## src/rtl/dk_filtrado.sv

```systemverilog
// Multi-channel PID derivative term: gain, saturating rescale and first-order low-pass.
// Channels are processed one at a time; results are published together with a valid strobe.
module dk_filtrado #(
    parameter int N    = 18,
    parameter int FRAC = 10,
    parameter int CH   = 2
) (
    input  logic            clk,
    input  logic            reset,
    input  logic            start,
    input  logic [CH*N-1:0] yk,
    input  logic [N-1:0]    kd,
    input  logic [FRAC:0]   alpha,
    output logic            busy,
    output logic            dk_valid,
    output logic [CH*N-1:0] dk,
    output logic [CH-1:0]   sat
);

    localparam int CW = (CH > 1) ? $clog2(CH) : 1;
    localparam int PW = 2*N + 1;
    localparam int FW = N + FRAC + 3;
    localparam logic [FRAC:0] ONE = (FRAC+1)'(1) << FRAC;
    localparam logic signed [N-1:0] MAXV = {1'b0, {(N-1){1'b1}}};
    localparam logic signed [N-1:0] MINV = {1'b1, {(N-1){1'b0}}};

    typedef enum logic [2:0] {IDLE, DIFF, MUL, FILT, DONE} state_t;

    state_t state, nstate;

    logic [CW-1:0]        ch;
    logic [CH*N-1:0]      yh;
    logic signed [N-1:0]  kdh;
    logic [FRAC:0]        alh;
    logic signed [N-1:0]  yprev  [CH];
    logic signed [N-1:0]  f      [CH];
    logic signed [N-1:0]  shadow [CH];
    logic [CH-1:0]        first;
    logic [CH-1:0]        sat_tmp;
    logic signed [N:0]    diff;
    logic signed [N-1:0]  p;
    logic                 psat;
    logic                 last;

    logic signed [N-1:0]  ysel;
    logic signed [N-1:0]  fcur;
    logic signed [N:0]    diff_c;
    logic signed [PW-1:0] pfull;
    logic signed [PW-1:0] pshift;
    logic signed [N-1:0]  p_c;
    logic                 psat_c;
    logic signed [N:0]    err;
    logic signed [FW-1:0] prod;
    logic signed [FW-1:0] fsum;
    logic signed [N-1:0]  fnew;
    logic                 fsat;

    assign last = (ch == CW'(CH-1));

    always_comb begin
        ysel   = yh[int'(ch)*N +: N];
        fcur   = f[ch];
        diff_c = first[ch] ? '0 : (N+1)'(ysel) - (N+1)'(yprev[ch]);
        pfull  = PW'(diff) * PW'(kdh);
        pshift = pfull >>> FRAC;
        // In range iff every bit above the result sign matches it
        psat_c = !((&pshift[PW-1:N-1]) || ~(|pshift[PW-1:N-1]));
        p_c    = psat_c ? (pshift[PW-1] ? MINV : MAXV) : pshift[N-1:0];
        err    = (N+1)'(p) - (N+1)'(fcur);
        prod   = FW'(err) * FW'($signed({1'b0, alh}));
        fsum   = FW'(fcur) + (prod >>> FRAC);
        fsat   = !((&fsum[FW-1:N-1]) || ~(|fsum[FW-1:N-1]));
        fnew   = fsat ? (fsum[FW-1] ? MINV : MAXV) : fsum[N-1:0];
    end

    always_ff @(posedge clk or posedge reset) begin
        if (reset)
            state <= IDLE;
        else
            state <= nstate;
    end

    always_comb begin
        nstate = state;
        unique case (state)
            IDLE: if (start) nstate = DIFF;
            DIFF: nstate = MUL;
            MUL:  nstate = FILT;
            FILT: nstate = last ? DONE : DIFF;
            DONE: nstate = IDLE;
            default: nstate = IDLE;
        endcase
    end

    always_ff @(posedge clk or posedge reset) begin
        if (reset) begin
            ch       <= '0;
            yh       <= '0;
            kdh      <= '0;
            alh      <= '0;
            diff     <= '0;
            p        <= '0;
            psat     <= 1'b0;
            first    <= '1;
            sat_tmp  <= '0;
            busy     <= 1'b0;
            dk_valid <= 1'b0;
            dk       <= '0;
            sat      <= '0;
            for (int c = 0; c < CH; c++) begin
                yprev[c]  <= '0;
                f[c]      <= '0;
                shadow[c] <= '0;
            end
        end else begin
            dk_valid <= 1'b0;
            unique case (state)
                IDLE: begin
                    if (start) begin
                        yh      <= yk;
                        kdh     <= kd;
                        alh     <= (alpha > ONE) ? ONE : alpha;
                        ch      <= '0;
                        sat_tmp <= '0;
                        busy    <= 1'b1;
                    end
                end
                DIFF: diff <= diff_c;
                MUL: begin
                    p    <= p_c;
                    psat <= psat_c;
                end
                FILT: begin
                    f[ch]       <= fnew;
                    yprev[ch]   <= ysel;
                    shadow[ch]  <= fnew;
                    first[ch]   <= 1'b0;
                    sat_tmp[ch] <= psat | fsat;
                    if (!last) ch <= ch + CW'(1);
                end
                DONE: begin
                    for (int c = 0; c < CH; c++)
                        dk[c*N +: N] <= shadow[c];
                    sat      <= sat_tmp;
                    dk_valid <= 1'b1;
                    busy     <= 1'b0;
                end
                default: ;
            endcase
        end
    end

endmodule

```

## config.mk

```make
export PLATFORM = sky130hd
export DESIGN_NAME = dk_filtrado
export DESIGN_NICKNAME = d
export VERILOG_FILES = /design/src/rtl/dk_filtrado.sv
export SDC_FILE = /design/constraint.sdc
export NUM_CORES = 2
export LEC_CHECK = 0
export BUFFER_PORTS_ARGS = -buffer_cell sky130_fd_sc_hd__buf_4
export CAP_MARGIN = 20
export CELL_PAD_IN_SITES_DETAIL_PLACEMENT = 1
export CELL_PAD_IN_SITES_GLOBAL_PLACEMENT = 1
export CORE_MARGIN = 3
export CORE_UTILIZATION = 51
export DETAILED_ROUTE_END_ITERATION = 6
export PLACE_DENSITY_LB_ADDON = 0.15
export SLEW_MARGIN = 30
export SYNTH_ARGS = -nofsm -noshare
export SYNTH_HDL_FRONTEND = slang
export SYNTH_SLANG_ARGS = --single-unit
```

## constraint.sdc

```tcl
create_clock -name clk -period 13.7 [get_ports clk]
set_input_delay 0 -clock clk [delete_from_list [all_inputs] [get_ports clk]]
set_output_delay 0 -clock clk [all_outputs]
set_load 0.005 [all_outputs]
```

---- Word-level counts from Yosys, hierarchy flattened ----
Cells that the tools add are included.
word-level totals
  register bits after elaboration ......... 259
  output and inout bits ................... 40
cells by class
  add/sub/neg operators ................... 4
  multipliers ............................. 3
  magnitude comparators ................... 5
  equality and inequality tests ........... 5
  shift operators ......................... 1
  muxes and demuxes ....................... 33
  bitwise operators ....................... 6
  reductions and logical operators ........ 16
operators by type and width
  operator              number
  $mux 18               11
  $bwmux 36             3
  $sub 18x18->19        2
  $mul 19x18->37        1
  $shiftx 36x7->18      1
  $mul 19x12->31        1
  $add 18x21->22        1
  $mux 19               1
  $demux 18 s1          1
  $reduce_and 14->1     1
  $reduce_or 14->1      1
  $pmux 3 s4            1
  $gt 11x11->1 const B  1
  $mux 11               1
  $reduce_and 10->1     1
  $reduce_or 10->1      1
  $mux 1                7
  $eq 3x2->1 const B    2
  $mux 3                2
  $reduce_and 2->1      3
  $mul 1x4->5 const B   1
  $pmux 1 s2            2
  $pmux 2 s2            1
  $reduce_bool 2->1     2
  20 further kinds      24

---- Longest topological paths before layout ----
  depth after elaboration ................. 14
  gate-level depth with buffers ........... 51

---- Worst setup path before layout ----
Ideal clock, no wire load.
  path type ............................... reg2reg
  start point ............................. register ch
  end point ............................... register f[3] (netlist bit)
  library setup time ...................... 83 ps
  arrival time ............................ 11012 ps
  required time ........................... 13617 ps
  slack ................................... 2606 ps
  cell stages (with the launch flop) ...... 47
  cell sequence ........................... dfrtp_1 -> clkbuf_1 -> clkbuf_1 -> clkbuf_1 -> mux2i_1 -> fa_1 -> a21o_1 -> a21oi_1 -> o21bai_1 -> a21oi_1 -> o21bai_1 -> a21oi_1 -> o211ai_1 -> a31o_2 -> a31o_2 -> a2111oi_0 -> a21o_1 -> clkbuf_1 -> (+11 left out) -> o211ai_1 -> a21oi_1 -> or4_1 -> nand2_1 -> xnor2_1 -> ha_1 -> a21o_1 -> a21o_1 -> a21oi_1 -> or3b_2 -> nand3_1 -> nand2_1 -> nor3_1 -> or2_2 -> clkbuf_1 -> clkbuf_1 -> a21oi_1 -> o21ai_0
between the ends
  longest elaborated chain between the ends .. 12
RTL lines
  element                                     line     source
  start: declaration                          31       logic [CW-1:0] ch;
  start signal: assignment                    139      if (!last) ch <= ch + CW'(1);
  $not 1->2 (not written as such) (*)         62, 134
  $mux 18 (not written as such) (3 in a row)  62       fcur = f[ch];
  $sub 18x18->19                              69       err = (N+1)'(p) - (N+1)'(fcur);
  $mul 19x12->31                              70       prod = FW'(err) * FW'($signed({1'b0, alh}));
  $add 18x21->22                              71       fsum = FW'(fcur) + (prod >>> FRAC);
  $reduce_or 14->1                            72       fsat = !((&fsum[FW-1:N-1]) || ~(|fsum[FW-1:N-1]));
  $not 1->1                                   72
  $logic_or 1x1->1                            72
  $mux 18                                     73       fnew = fsat ? (fsum[FW-1] ? MINV : MAXV) : fsum[N-1:0];
  $bwmux 36 (*)                               134      f[ch] <= fnew;
  end signal: indexed assignment              134
  end: declaration                            36       logic signed [N-1:0] f [CH];
Mark *: on every way between the ends. The rest lies on a longest branch, timed or not. The select of a mux whose other input is x is not followed.
A chain may end at the register's enable or synchronous reset.

---- Final worst setup path ----
  start point ............................. register ch
  end point ............................... register f[13] (netlist bit)
Same word-level chain as after synthesis.

==> impl_metrics.ini <==
[cells_and_area]
fillers = 6848
drive_above_1_share_pct = 7.35
syn2layout_area_growth_pct = 9.89
fin_nets = 4265

[worst_setup_path]
cp.required_ps = 14160
cp_slowest_cell = dfrtp_4
reg2reg_to = f[13]
crit_top_cell = a21oi_1
r2r_start = ch
slowest_delay_ps = 640
path_max_fanout = 19
rr_worst_depth = 42
r2r_setup_slack_ps = 2020
start_kind = flip-flop
end_kind = flip-flop
worstPathArrival_ps = 12140
worstSetupPathType = reg -> reg

[clock_network]
clock_tree.htree_level_count = 1
clk_pin_slew_worst_paths_ps = 60
root_buffer = clkbuf_16
cts_tree = yes
cts_buffer_depth = 3
clkLatencyLatePin_ps = 560
cts_made_buffers = 26
cts_setup_buffers = 0
clock-sinks = 223

[yosys]
syn_nets = 4204
synth-main-ff-cell = dfrtp_1
synth.avg_cell_area_um2 = 9.08
yosysSeqAreaShare_pct = 18.1
synth_edf_count = 0
synth_area_um2 = 30800
async_flop_share_pct = 100
synth_cell_types = 75
synth-warning-count = 0
synth_seq_cells = 223
synth_cells = 3389

[timing]
report.final.slew_viol_count = 0
setup_viol = 0
maxSlewHeadroom_pct = 35.9
rsz0062_at_grt = false
hold_viol_final = 0
fmax_ghz = 0.0856
min_period_ps = 11680
setup_tns_ps = 0
fin_skew_ps = 14.1
finalCritPeriodShare_pct = 85.3
tightest_slew_ps = 961

[detailed_routing]
vias = 22990
routed_wl_mm = 84.3
wire_per_inst_um = 19.9
drt_first_pass_iters = 5
drtAntennaViolNets = 0
vias_per_cell = 5.42
drc = 0
first_iter_violations = 1033

[global_routing]
grt_pass1_wl_mm = 140
grt_max_degree = 148
grt_pass1_vias = 26677
track_usage_pct = 27.6
grt_overflow = 0
antenna_found_initial = 2

[status]
outcome = completed

[floorplanning]
ios = 108
die_x_um = 252
die_y_um = 252
die-area_um2 = 63400
coreArea_um2 = 59400
fp-row-count = 89
start_util_pct = 51.9

[placement]
io_buffers = 107
gp_congestion = 0.889
dp_hpwl_mm = 65.9

[flow_run]
drv_cap = 0

[hold_path]
hp-class = in -> async
timing repair:
item	in CTS	in global routing
hold buffers	71	0
endpoints found under the hold margin	211	0
gates resized for setup	0	0
Yosys cell counts (3+ instances only):
library cell / n / share of area [%]
nand3b_1: 8 / 0.20
a31oi_1: 4 / 0.081
and3_1: 9 / 0.18
ha_1: 213 / 8.7
a31o_2: 5 / 0.14
mux2_2: 54 / 2.0
a21oi_1: 80 / 1.3
clkbuf_1: 155 / 1.9
and2_1: 163 / 3.3
nor3b_1: 3 / 0.073
nand2_1: 738 / 9.0
or2_2: 4 / 0.081
a22o_1: 5 / 0.14
inv_1: 626 / 7.6
xnor2_1: 65 / 1.8
mux2i_1: 42 / 1.4
a21boi_0: 3 / 0.073
o41ai_1: 3 / 0.085
and4_1: 3 / 0.085
o21ai_0: 86 / 1.4
nand3_1: 16 / 0.26
buf_1: 5 / 0.061
a211oi_1: 8 / 0.20
o31ai_1: 5 / 0.12
o21bai_1: 8 / 0.20
o311ai_1: 8 / 0.23
fa_1: 534 / 35
dfrtp_1: 221 / 18
nor2_1: 84 / 1.0
o311ai_0: 8 / 0.23
o311ai_2: 3 / 0.16
nor3_1: 28 / 0.46
a21o_1: 28 / 0.68
o21a_1: 16 / 0.39
nand2b_1: 34 / 0.69
or3_1: 4 / 0.081
nor2b_1: 26 / 0.53
o211ai_1: 5 / 0.12
xor2_1: 33 / 0.94
critical path: cells and delay by family (launching register included):
kind                       cells  cell delay (ps)
AOI/OAI and AO/OA             18             4090
xor gates and xnor gates       2              390
adders and majority gates      8             3300
buffers and inverters          4              220
DFF                            1              640
muxes                          1              310
and+or+nand+nor                9             2650
area by class of cell:
type,count,area [um2],share of cell area [%]
clock inverters,10,191,0.566
diodes,1,2.50,0.00740
flip-flops and latches,223,5590,16.5
clock buffers,37,752,2.22
repair buffers,196,1650,4.89
inverters,627,2370,6.99
multi-input cells,2376,22300,66.0
well taps,773,967,2.86
kinds of logic (layout without fill, tap and decap cells):
kind of cell,after synthesis,count (layout),synth area share (%)
flops,223,223,18.1
buf+inv,790,870,9.66
xor+xnor,98,98,2.79
compound gates,302,302,6.39
other cells,0,1,0
mux,96,96,3.34
simple gates,1133,1133,16.3
fa+ha+maj,747,747,43.4
worst max-delay path by stage:
stage	startpoint	end	slack, ps	cells after the start
finish	ch	f[13]	2020	42
global route	ch	f[12]	1260	43
CTS	ch	f[13]	1940	43
detailed placement	ch	sat_tmp[1]	1970	43
global placement	ch	sat_tmp[1]	2440	43
floorplan	ch	f[3]	2610	46
through the flow:
stage | cells | setup WS [ps] | instance area [um2] | util [%] | hold WS [ps]
after floorplan | 3389 | 2610 | 30800 | - | 105
after global placement | 4124 | 2440 | 32100 | 54.1 | 191
after detailed placement | 4124 | 1970 | 32100 | 54.1 | 195
after CTS | 4242 | 1940 | 33800 | 56.9 | 149
after global routing | 4243 | 1260 | 33800 | 57.0 | 192
final | 4243 | 2020 | 33800 | 57.0 | 114
registers in the layout, indices dropped and copies added (netlist names), 2 cells and up:
name	count
p	18
dk	36
sat	2
yh	36
state	3
first	2
f	36
diff	19
alh	11
sat_tmp	2
yprev	36
kdh	18
cells in the final DEF, fill, tap and decap left out, types with 15 or more instances in the layout:
master,Yosys,routed
nor3_1,28,28
mux2_2,54,54
o21a_1,16,16
ha_1,213,213
nor2b_1,26,26
mux2i_1,42,42
xor2_1,33,30
a21oi_1,80,79
xnor2_1,65,60
inv_1,626,625
dfrtp_1,221,220
nand2_1,738,738
and2_1,163,163
o21ai_0,86,86
buf_4,0,124
dlygate4sd3_1,0,71
a21o_1,28,28
clkbuf_16,0,26
nand2b_1,34,34
nand3_1,16,15
fa_1,534,534
nor2_1,84,83
layer usage:
layer / vias to the layer above / wire, um / track usage [%] / share of wire (%)
li1: 10390 / - / - / -
met1: 11999 / 34300 / 34.8 / 41
met2: 461 / 44100 / 50.3 / 52
met3: 140 / 3550 / 2.89 / 4.2
met4: 0 / 2340 / 8.04 / 2.8
met5: - / 0 / 0 / 0
Power is left out: the tool's default activity adds up to more than one toggle a clock period on the data nets, which glitch-free logic cannot reach.
